`src/rtl/vga_scaled_timing_ctrl.sv`:
```
// VGA timing generator with 2^SCALE_SHIFT pixel replication over a reduced-resolution frame buffer.
// Sync/DE/colour are delayed RD_LATENCY+1 clocks behind the frame-buffer read address.
module vga_scaled_timing_ctrl #(
    parameter int unsigned H_ACTIVE    = 640,
    parameter int unsigned H_FP        = 16,
    parameter int unsigned H_SYNC      = 96,
    parameter int unsigned H_BP        = 48,
    parameter int unsigned V_ACTIVE    = 480,
    parameter int unsigned V_FP        = 10,
    parameter int unsigned V_SYNC      = 2,
    parameter int unsigned V_BP        = 33,
    parameter int unsigned HSYNC_POL   = 0,
    parameter int unsigned VSYNC_POL   = 0,
    parameter int unsigned SCALE_SHIFT = 1,
    parameter int unsigned COLOR_W     = 4,
    parameter int unsigned ADDR_W      = 17,
    parameter int unsigned RD_LATENCY  = 1
) (
    input  logic                 CLK_I,
    input  logic                 RST_I,
    input  logic                 ENABLE_I,
    input  logic [3*COLOR_W-1:0] VIDEO_PXL_I,
    output logic [ADDR_W-1:0]    ADDRESS_O,
    output logic                 RD_EN_O,
    output logic [COLOR_W-1:0]   RED_O,
    output logic [COLOR_W-1:0]   GREEN_O,
    output logic [COLOR_W-1:0]   BLUE_O,
    output logic                 HSYNC_O,
    output logic                 VSYNC_O,
    output logic                 VIDEO_EN_O,
    output logic                 FRAME_START_O,
    output logic                 BUSY_O
);
    localparam int unsigned H_TOT = H_ACTIVE + H_FP + H_SYNC + H_BP;
    localparam int unsigned V_TOT = V_ACTIVE + V_FP + V_SYNC + V_BP;
    localparam int unsigned HW    = $clog2(H_TOT);
    localparam int unsigned VW    = $clog2(V_TOT);
    localparam int unsigned REP_W = (SCALE_SHIFT > 0) ? SCALE_SHIFT : 1;

    localparam logic [HW-1:0] H_LAST     = HW'(H_TOT - 1);
    localparam logic [HW-1:0] H_ACT      = HW'(H_ACTIVE);
    localparam logic [HW-1:0] H_ACT_LAST = HW'(H_ACTIVE - 1);
    localparam logic [HW-1:0] HS_BEG     = HW'(H_ACTIVE + H_FP);
    localparam logic [HW-1:0] HS_LAST    = HW'(H_ACTIVE + H_FP + H_SYNC - 1);
    localparam logic [VW-1:0] V_LAST     = VW'(V_TOT - 1);
    localparam logic [VW-1:0] V_ACT      = VW'(V_ACTIVE);
    localparam logic [VW-1:0] VS_BEG     = VW'(V_ACTIVE + V_FP);
    localparam logic [VW-1:0] VS_LAST    = VW'(V_ACTIVE + V_FP + V_SYNC - 1);

    localparam logic [REP_W-1:0]  REP_LAST  = REP_W'((1 << SCALE_SHIFT) - 1);
    localparam logic [ADDR_W-1:0] LINE_STEP = ADDR_W'(H_ACTIVE >> SCALE_SHIFT);
    localparam logic              HS_ON     = 1'(HSYNC_POL);
    localparam logic              VS_ON     = 1'(VSYNC_POL);
    localparam logic [3:0]        PIPE_IDLE = {~HS_ON, ~VS_ON, 2'b00};

    typedef enum logic [1:0] {IDLE, RUN, STOP} state_t;

    state_t                state, state_next;
    logic                  enable_q;
    logic [HW-1:0]         h_cnt, h_next;
    logic [VW-1:0]         v_cnt, v_next;
    logic [REP_W-1:0]      px_rep, px_rep_next, ln_rep, ln_rep_next;
    logic [ADDR_W-1:0]     col, col_next, line_base, line_base_next, addr_next;
    logic                  h_end, frame_end, active;
    logic                  hs0, vs0, fs0;
    logic [3:0]            pipe [RD_LATENCY];
    logic [3*COLOR_W-1:0]  rgb;

    assign h_end     = (h_cnt == H_LAST);
    assign frame_end = h_end && (v_cnt == V_LAST);
    assign active    = (state != IDLE) && (h_cnt < H_ACT) && (v_cnt < V_ACT);
    assign RD_EN_O   = active;
    assign BUSY_O    = (state != IDLE);

    // Sampled through reset too, so a level held high across reset never looks like a rising edge.
    always_ff @(posedge CLK_I) begin
        enable_q <= ENABLE_I;
    end

    always_ff @(posedge CLK_I) begin
        if (RST_I) state <= IDLE;
        else       state <= state_next;
    end

    // Dropping ENABLE_I on the very last clock of a frame goes straight to IDLE.
    always_comb begin
        state_next = state;
        case (state)
            IDLE:    if (ENABLE_I && !enable_q) state_next = RUN;
            RUN:     if (!ENABLE_I) state_next = frame_end ? IDLE : STOP;
            STOP: begin
                if (ENABLE_I)       state_next = RUN;
                else if (frame_end) state_next = IDLE;
            end
            default: state_next = IDLE;
        endcase
    end

    always_comb begin
        h_next         = '0;
        v_next         = '0;
        px_rep_next    = '0;
        ln_rep_next    = '0;
        col_next       = '0;
        line_base_next = '0;
        addr_next      = '0;
        if (state != IDLE && state_next != IDLE) begin
            h_next         = h_end ? '0 : h_cnt + 1'b1;
            v_next         = !h_end ? v_cnt : ((v_cnt == V_LAST) ? '0 : v_cnt + 1'b1);
            px_rep_next    = px_rep;
            ln_rep_next    = ln_rep;
            col_next       = col;
            line_base_next = line_base;
            addr_next      = ADDRESS_O;
            if (active) begin
                if (h_cnt == H_ACT_LAST) begin
                    px_rep_next = '0;
                    col_next    = '0;
                    ln_rep_next = ln_rep + 1'b1;
                    if (ln_rep == REP_LAST) begin
                        ln_rep_next    = '0;
                        line_base_next = line_base + LINE_STEP;
                    end
                end else if (px_rep == REP_LAST) begin
                    px_rep_next = '0;
                    col_next    = col + 1'b1;
                end else begin
                    px_rep_next = px_rep + 1'b1;
                end
            end
            if (frame_end) begin
                line_base_next = '0;
                ln_rep_next    = '0;
            end
            // Address is precomputed one clock ahead so it lines up with the combinational RD_EN_O.
            if (h_next < H_ACT && v_next < V_ACT) addr_next = line_base_next + col_next;
        end
    end

    always_ff @(posedge CLK_I) begin
        if (RST_I) begin
            h_cnt     <= '0;
            v_cnt     <= '0;
            px_rep    <= '0;
            ln_rep    <= '0;
            col       <= '0;
            line_base <= '0;
            ADDRESS_O <= '0;
        end else begin
            h_cnt     <= h_next;
            v_cnt     <= v_next;
            px_rep    <= px_rep_next;
            ln_rep    <= ln_rep_next;
            col       <= col_next;
            line_base <= line_base_next;
            ADDRESS_O <= addr_next;
        end
    end

    always_comb begin
        hs0 = ~HS_ON;
        vs0 = ~VS_ON;
        if (state != IDLE && h_cnt >= HS_BEG && h_cnt <= HS_LAST) hs0 = HS_ON;
        if (state != IDLE && v_cnt >= VS_BEG && v_cnt <= VS_LAST) vs0 = VS_ON;
        fs0 = active && (h_cnt == '0) && (v_cnt == '0);
    end

    always_ff @(posedge CLK_I) begin
        if (RST_I) begin
            for (int unsigned i = 0; i < RD_LATENCY; i++) pipe[i] <= PIPE_IDLE;
            {HSYNC_O, VSYNC_O, VIDEO_EN_O, FRAME_START_O} <= PIPE_IDLE;
            rgb <= '0;
        end else begin
            pipe[0] <= {hs0, vs0, active, fs0};
            for (int unsigned i = 1; i < RD_LATENCY; i++) pipe[i] <= pipe[i-1];
            {HSYNC_O, VSYNC_O, VIDEO_EN_O, FRAME_START_O} <= pipe[RD_LATENCY-1];
            rgb <= pipe[RD_LATENCY-1][1] ? VIDEO_PXL_I : '0;
        end
    end

    assign {RED_O, GREEN_O, BLUE_O} = rgb;

endmodule

```
`config.mk`:
```
export PLATFORM = sky130hd
export DESIGN_NAME = vga_scaled_timing_ctrl
export DESIGN_NICKNAME = d
export VERILOG_FILES = /design/src/rtl/vga_scaled_timing_ctrl.sv
export SDC_FILE = /design/constraint.sdc
export NUM_CORES = 1
export LEC_CHECK = 0
export BUFFER_PORTS_ARGS = -buffer_cell sky130_fd_sc_hd__buf_2
export CORE_MARGIN = 1
export CORE_UTILIZATION = 48
export CTS_CLUSTER_DIAMETER = 150
export DETAILED_ROUTE_END_ITERATION = 8
export PLACE_DENSITY_LB_ADDON = 0.2
export SKIP_CTS_REPAIR_TIMING = 1
export SLEW_MARGIN = 15
export SYNTH_ARGS = -nofsm -noshare
export SYNTH_HDL_FRONTEND = slang
export SYNTH_SLANG_ARGS = --single-unit
```
`constraint.sdc`:
```
create_clock -name CLK_I -period 6.7 [get_ports CLK_I]
set_input_delay 0.335 -clock CLK_I [delete_from_list [all_inputs] [get_ports CLK_I]]
set_output_delay 0.335 -clock CLK_I [all_outputs]
set_load 0.03 [all_outputs]
```
======== Yosys cells after proc, flatten, opt, wreduce, memory -nomap -nowiden ========
Memory sizes are Yosys's and may differ from the RTL's.
Cells that the tools add are included.
storage, ports and cells
  register bits ........................... 92
  memory bits (writable) .................. 4
  output and inout bits ................... 35
  word-level logic and storage cells ...... 88
  memories kept ........................... 1
memory list
  name  words  width  rd ports  clocked after Yosys merged registers in  wr ports  line  RTL
  pipe  1      4      1         0                                        1         66    logic [3:0] pipe [RD_LATENCY];
operators by class
  add/subtract/negate cells ............... 7
  order comparisons ....................... 8
  equal/unequal tests ..................... 5
  muxes and demuxes ....................... 28
  bitwise gates (word level) .............. 2
  reductions and logical operators ........ 23
operators with widths
  kind                   number
  $mux 17                9
  $eq 10x10->1 const B   3
  $mux 10                3
  $add 10x1->10 const B  2
  $logic_not 10->1       2
  $lt 10x10->1 const B   2
  $lt 10x9->1 const B    2
  $add 17x1->17 const B  1
  $add 17x17->17         1
  $add 17x9->17 const B  1
  $logic_and 1x1->1      12
  $ge 10x10->1 const B   1
  $ge 10x9->1 const B    1
  $le 10x10->1 const B   1
  $le 10x9->1 const B    1
  $mux 2                 5
  $mux 1                 9
  $pmux 2 s3             1
  $mux 4                 1
  $reduce_bool 2->1      2
  $reduce_or 2->1        2
  $reduce_or 4->1        1
  $reduce_or 3->1        1
  $add 1x1->1 const B    2
  6 further kinds        7

======== Longest topological paths before layout ========
  word-level depth ........................ 9
  mapped depth ............................ 20

======== Worst setup path before layout ========
No wires, ideal clock.
  path type ............................... flip-flop to flip-flop
  from .................................... reg h_cnt[7]
  to ...................................... reg ADDRESS_O[14]
  setup time .............................. 116 ps
  data arrival time ....................... 4038 ps
  data required time ...................... 6584 ps
  setup slack ............................. 2545 ps
  cell stages (with the launch flop) ...... 20
  buffers on the path ..................... 6
  cell sequence ........................... dfxtp_1 > buf_6 > o21a_1 > or3_1 > clkbuf_1 > inv_1 > and2_1 > buf_2 > buf_2 > buf_1 > nor2_1 > ha_1 > clkbuf_1 > nand2_1 > o21ai_0 > nor4_1 > a211oi_1 > mux2i_1 > o2111ai_1 > o211a_1
on the way
  elaborated cells on any way between the ends .. 29
RTL lines
  item                              line  RTL
  start: declaration                60    logic [HW-1:0] h_cnt, h_next;
  start signal: assignment          150   h_cnt <= h_next;
  $lt 10x10->1 *                    71    assign active = (state != IDLE) && (h_cnt < H_ACT) && (v_cnt < V_ACT);
  $logic_and 1x1->1 * (2 in a row)  71
  named net RD_EN_O                 24    output logic RD_EN_O,
  $mux 17                           115   if (active) begin
  $mux 17                           131   if (frame_end) begin
  $mux 17                           107   if (state != IDLE && state_next != IDLE) begin
  $add 17x17->17 *                  136   if (h_next < H_ACT && v_next < V_ACT) addr_next = line_base_next + col_next;
  end signal: assignment            156   ADDRESS_O <= addr_next;
  end: declaration                  23    output logic [ADDR_W-1:0] ADDRESS_O,
Mark *: on every way through the listed nets, which the timed path passes. The rest lies on a longest branch. The select of a mux whose other input is x is not followed.
A chain may end at the register's enable or synchronous reset.

======== Final worst setup path ========
  from .................................... reg h_cnt[4]
  to ...................................... reg ADDRESS_O[14]
on the way
  word-level cells in the longest chain between the ends .. 9
  elaborated cells on any way between the ends .. 29
ends and longest elaborated chain
  item
  parallel branches: the longest is 9 deep, another holds $add 17x17->17
Several ways; the timed one is not identified. The select of a mux whose other input is x is not followed.

==> run_results.csv <==
group,metric,value,unit
sta,timing.fmax,231.2,MHz
global_routing,grt_antenna_before_repair,0,
worst_setup_path,critPathKind,"reg2reg",
yosys,synth_top_area_share,39.74,%
yosys,ys.flop_type,"dfxtp_1",
hold_path,min_path_type,"in2reg",
clock_network,cts_buffers,9,
layout,nets,644,
worst_setup_path,reg2reg_depth,17,
worst_setup_path,start_kind,"flop",
yosys,yosys_warnings,0,
sta,rsz0062_at_grt,"no",
yosys,synth-compound-area-share,10.32,%
yosys,syn-cell-area,0.004836,mm²
yosys,yosys.area_share.simple,27.32,%
floorplan,dieArea,0.01048,mm²
sta,tightest_slew,0.8328,ns
sta,tns,0,ns
layout,syn2layout_area_growth,10.92,%
power,power.leakage,2.290,nW
yosys,synth.area.top_cells,"dfxtp_1 (40%), nor2_1 (7.8%), ha_1 (5.7%)",
yosys,synth-seq-cells,96,
sta,setup-violations-final,0,
yosys,syn_nets,603,
layout,final_area,0.005364,mm²
clock_network,htree_levels,3,
global_routing,grt_pass1_wl,16700,µm
sta,post-route-period-util,64.55,%
placement,portBuffers,49,
sta,slew_headroom,44.05,%
yosys,synth_xor_area_share,9.909,%
yosys,avgSynthCellArea,8.559,µm²
yosys,synth_top_cell_by_area,"dfxtp_1",
yosys,synth_top_family_by_area,"simple AND/OR/NAND/NOR gates",
global_routing,grt_pass1_vias,3563,
layout,n_antenna_cell,0,
yosys,synth_mux_area_share,2.691,%
layout,drive_above_1_share,12.93,%
clock_network,path_clk_slew,0.09,ns
layout,mostFrequentLayoutCell,"nor2_1",
flow_run,maxCapViolCount,0,
floorplan,die_w,102.4,µm
placement,place_congestion,0.9259,
yosys,synthArstFlopShare,0,%
power,p_per_area,183.4,mW/mm²
global_routing,grt_overflow,0,
detailed_routing,drt.antenna.violating_nets,0,
floorplan,io_pins,50,
detailed_routing,drc,0,
floorplan,core-area,0.009774,mm²
worst_setup_path,end_kind,"flop",
detailed_routing,finalWirelength,10150,µm
floorplan,core.rowCount,36,
worst_setup_path,worstPathRequired,6.96,ns
layout,fillCellCount,934,
detailed_routing,vias,3917,
worst_setup_path,arrival,4.59,ns
placement,dpl_cell_area,0.005159,mm²
clock_network,cts_tree,"done",
clock_network,cts_buffer_depth,2,
sta,fin_ws,2.375,ns
detailed_routing,post_drt_via_cell_ratio,5.265,
detailed_routing,first_iter_violations,261,
placement,post-dp-hpwl,7470,µm
yosys,synth_adder_area_share,6.106,%
yosys,ys_seq_area_share,39.74,%
sta,hold_violations,0,
power,ir_drop,98.37,µV
outcome,outcome,"finished, final reports clean",
global_routing,grt_usage,20.60,%
clock_network,clock-sinks,96,
hold_path,min_path_cells,1,
worst_setup_path,crit_fanout,26,
clock_network,clkLatencyLatePin,0.36,ns
clock_network,root_buffer,"clkbuf_8",
yosys,synth-edff-count,0,
sta,period_needed,4.325,ns
placement,preCtsSetupSlack,2.402,ns
detailed_routing,first_pass_iters,4,
layout,final_cell_mix,"nor2_1 (100), dfxtp_1 (96), buf_2 (49), nand2_1 (33), xnor2_1 (29)",
global_routing,grt_max_degree,27,
yosys,yosysUniqueCellTypes,54,
sta,drv_slew,0,
detailed_routing,wl_per_cell,13.65,µm
yosys,synthCells,565,
floorplan,initial_utilization,49.48,%
sta,clock_skew,0.008315,ns
sta,hold_ws,0.1620,ns
floorplan,dieHeight,102.4,µm
[layout make-up]
cell class                      count  area (µm²)  share of cell area, %
Clock buffer                       11       141.4                  2.636
Clock inverter                      5       56.30                  1.050
Inverter                           17       63.81                  1.190
Multi-Input combinational cell    429        2739                  51.06
Sequential cell                    96        1922                  35.83
Tap cell                          133       166.4                  3.102
Timing Repair Buffer               53       275.3                  5.132
[final timing paths]
| kind | from | endpoint | slack [ns] |
|---|---|---|---|
| min reg2reg | pipe[0][3] | HSYNC_O | 0.42 |
| max reg2reg | h_cnt[4] | ADDRESS_O[14] | 2.38 |
| min | ENABLE_I | enable_q | 0.16 |
| max | h_cnt[4] | ADDRESS_O[14] | 2.38 |
[critical path: stages, from the launching register on]
cell	delay [ns]
dfxtp_1	0.42
nand3_1	0.39
nor4b_1	0.40
buf_4	0.19
and2_1	0.12
buf_4	0.25
nand2_1	0.15
nor2_1	0.14
xnor2_1	0.16
nor2_1	0.07
ha_1	0.41
nand2_1	0.07
o21ai_0	0.41
nor3_1	0.11
a211oi_1	0.41
mux2i_1	0.24
o2111ai_1	0.11
o211a_1	0.16
[registers in the layout, indices dropped and copies added (netlist names)]
signal	flops
col	17
rgb	12
ADDRESS_O	17
pipe	4
state	2
VSYNC_O	1
px_rep	1
HSYNC_O	1
FRAME_START_O	1
enable_q	1
line_base	17
ln_rep	1
h_cnt	10
v_cnt	10
VIDEO_EN_O	1
[Yosys cell counts (2+ instances only)]
library cell	instances
nor4b_1	2
and2_1	24
xnor2_1	29
nand2b_1	3
and4_1	5
o21ai_0	16
nand3_1	27
o2111ai_1	2
o21bai_1	3
o211a_1	3
o31a_1	2
inv_1	17
buf_6	4
and3_1	6
dfxtp_1	96
or3_1	3
clkbuf_1	11
nor3b_1	2
a21o_1	5
a211oi_1	9
nor4_1	4
a21oi_1	20
mux2i_1	13
nand4_1	13
nor2_1	100
xor2_1	23
nand2_1	33
o211ai_1	2
or2_2	3
nor2b_1	12
o21a_1	3
ha_1	22
nor3_1	21
buf_2	7
[logic make-up (layout without fill, tap and decap cells)]
family          after synthesis  in the layout
flops                        96             96
fa+ha+maj                    23             23
buf+inv                      40             86
compound gates               75             75
simple gates                265            265
xor+xnor                     53             53
mux                          13             13
[where the power goes]
part / internal (W) / leakage, nW / switching, W
combinational: 0.00000925 / 1.42 / 0.0000217
clock: 0.000182 / 0.0993 / 0.000195
sequential: 0.000573 / 0.774 / 0.00000185
total: 0.000765 / 2.29 / 0.000219
[layer usage]
| layer | up-vias | global-route usage [%] | routed length, µm | part of all wire, % |
|---|---|---|---|---|
| met1 | 1774 | 28.16 | 5091 | 50 |
| met5 | - | 0 | 0 | 0 |
| li1 | 2017 | - | - | - |
| met2 | 103 | 31.60 | 4277 | 42 |
| met4 | 0 | 8.681 | 263 | 2.6 |
| met3 | 23 | 4.172 | 520 | 5.1 |
[per-stage QoR]
step	power, W	utilization [%]	cells
floorplan	0.0006075	-	565
global route	0.001021	54.88	744
finish	0.0009838	54.88	744
global placement	0.0006194	52.78	728
CTS	0.0009951	54.80	744
detailed placement	0.0006194	52.78	728
No activity file was read; power rests on OpenSTA's default activity.
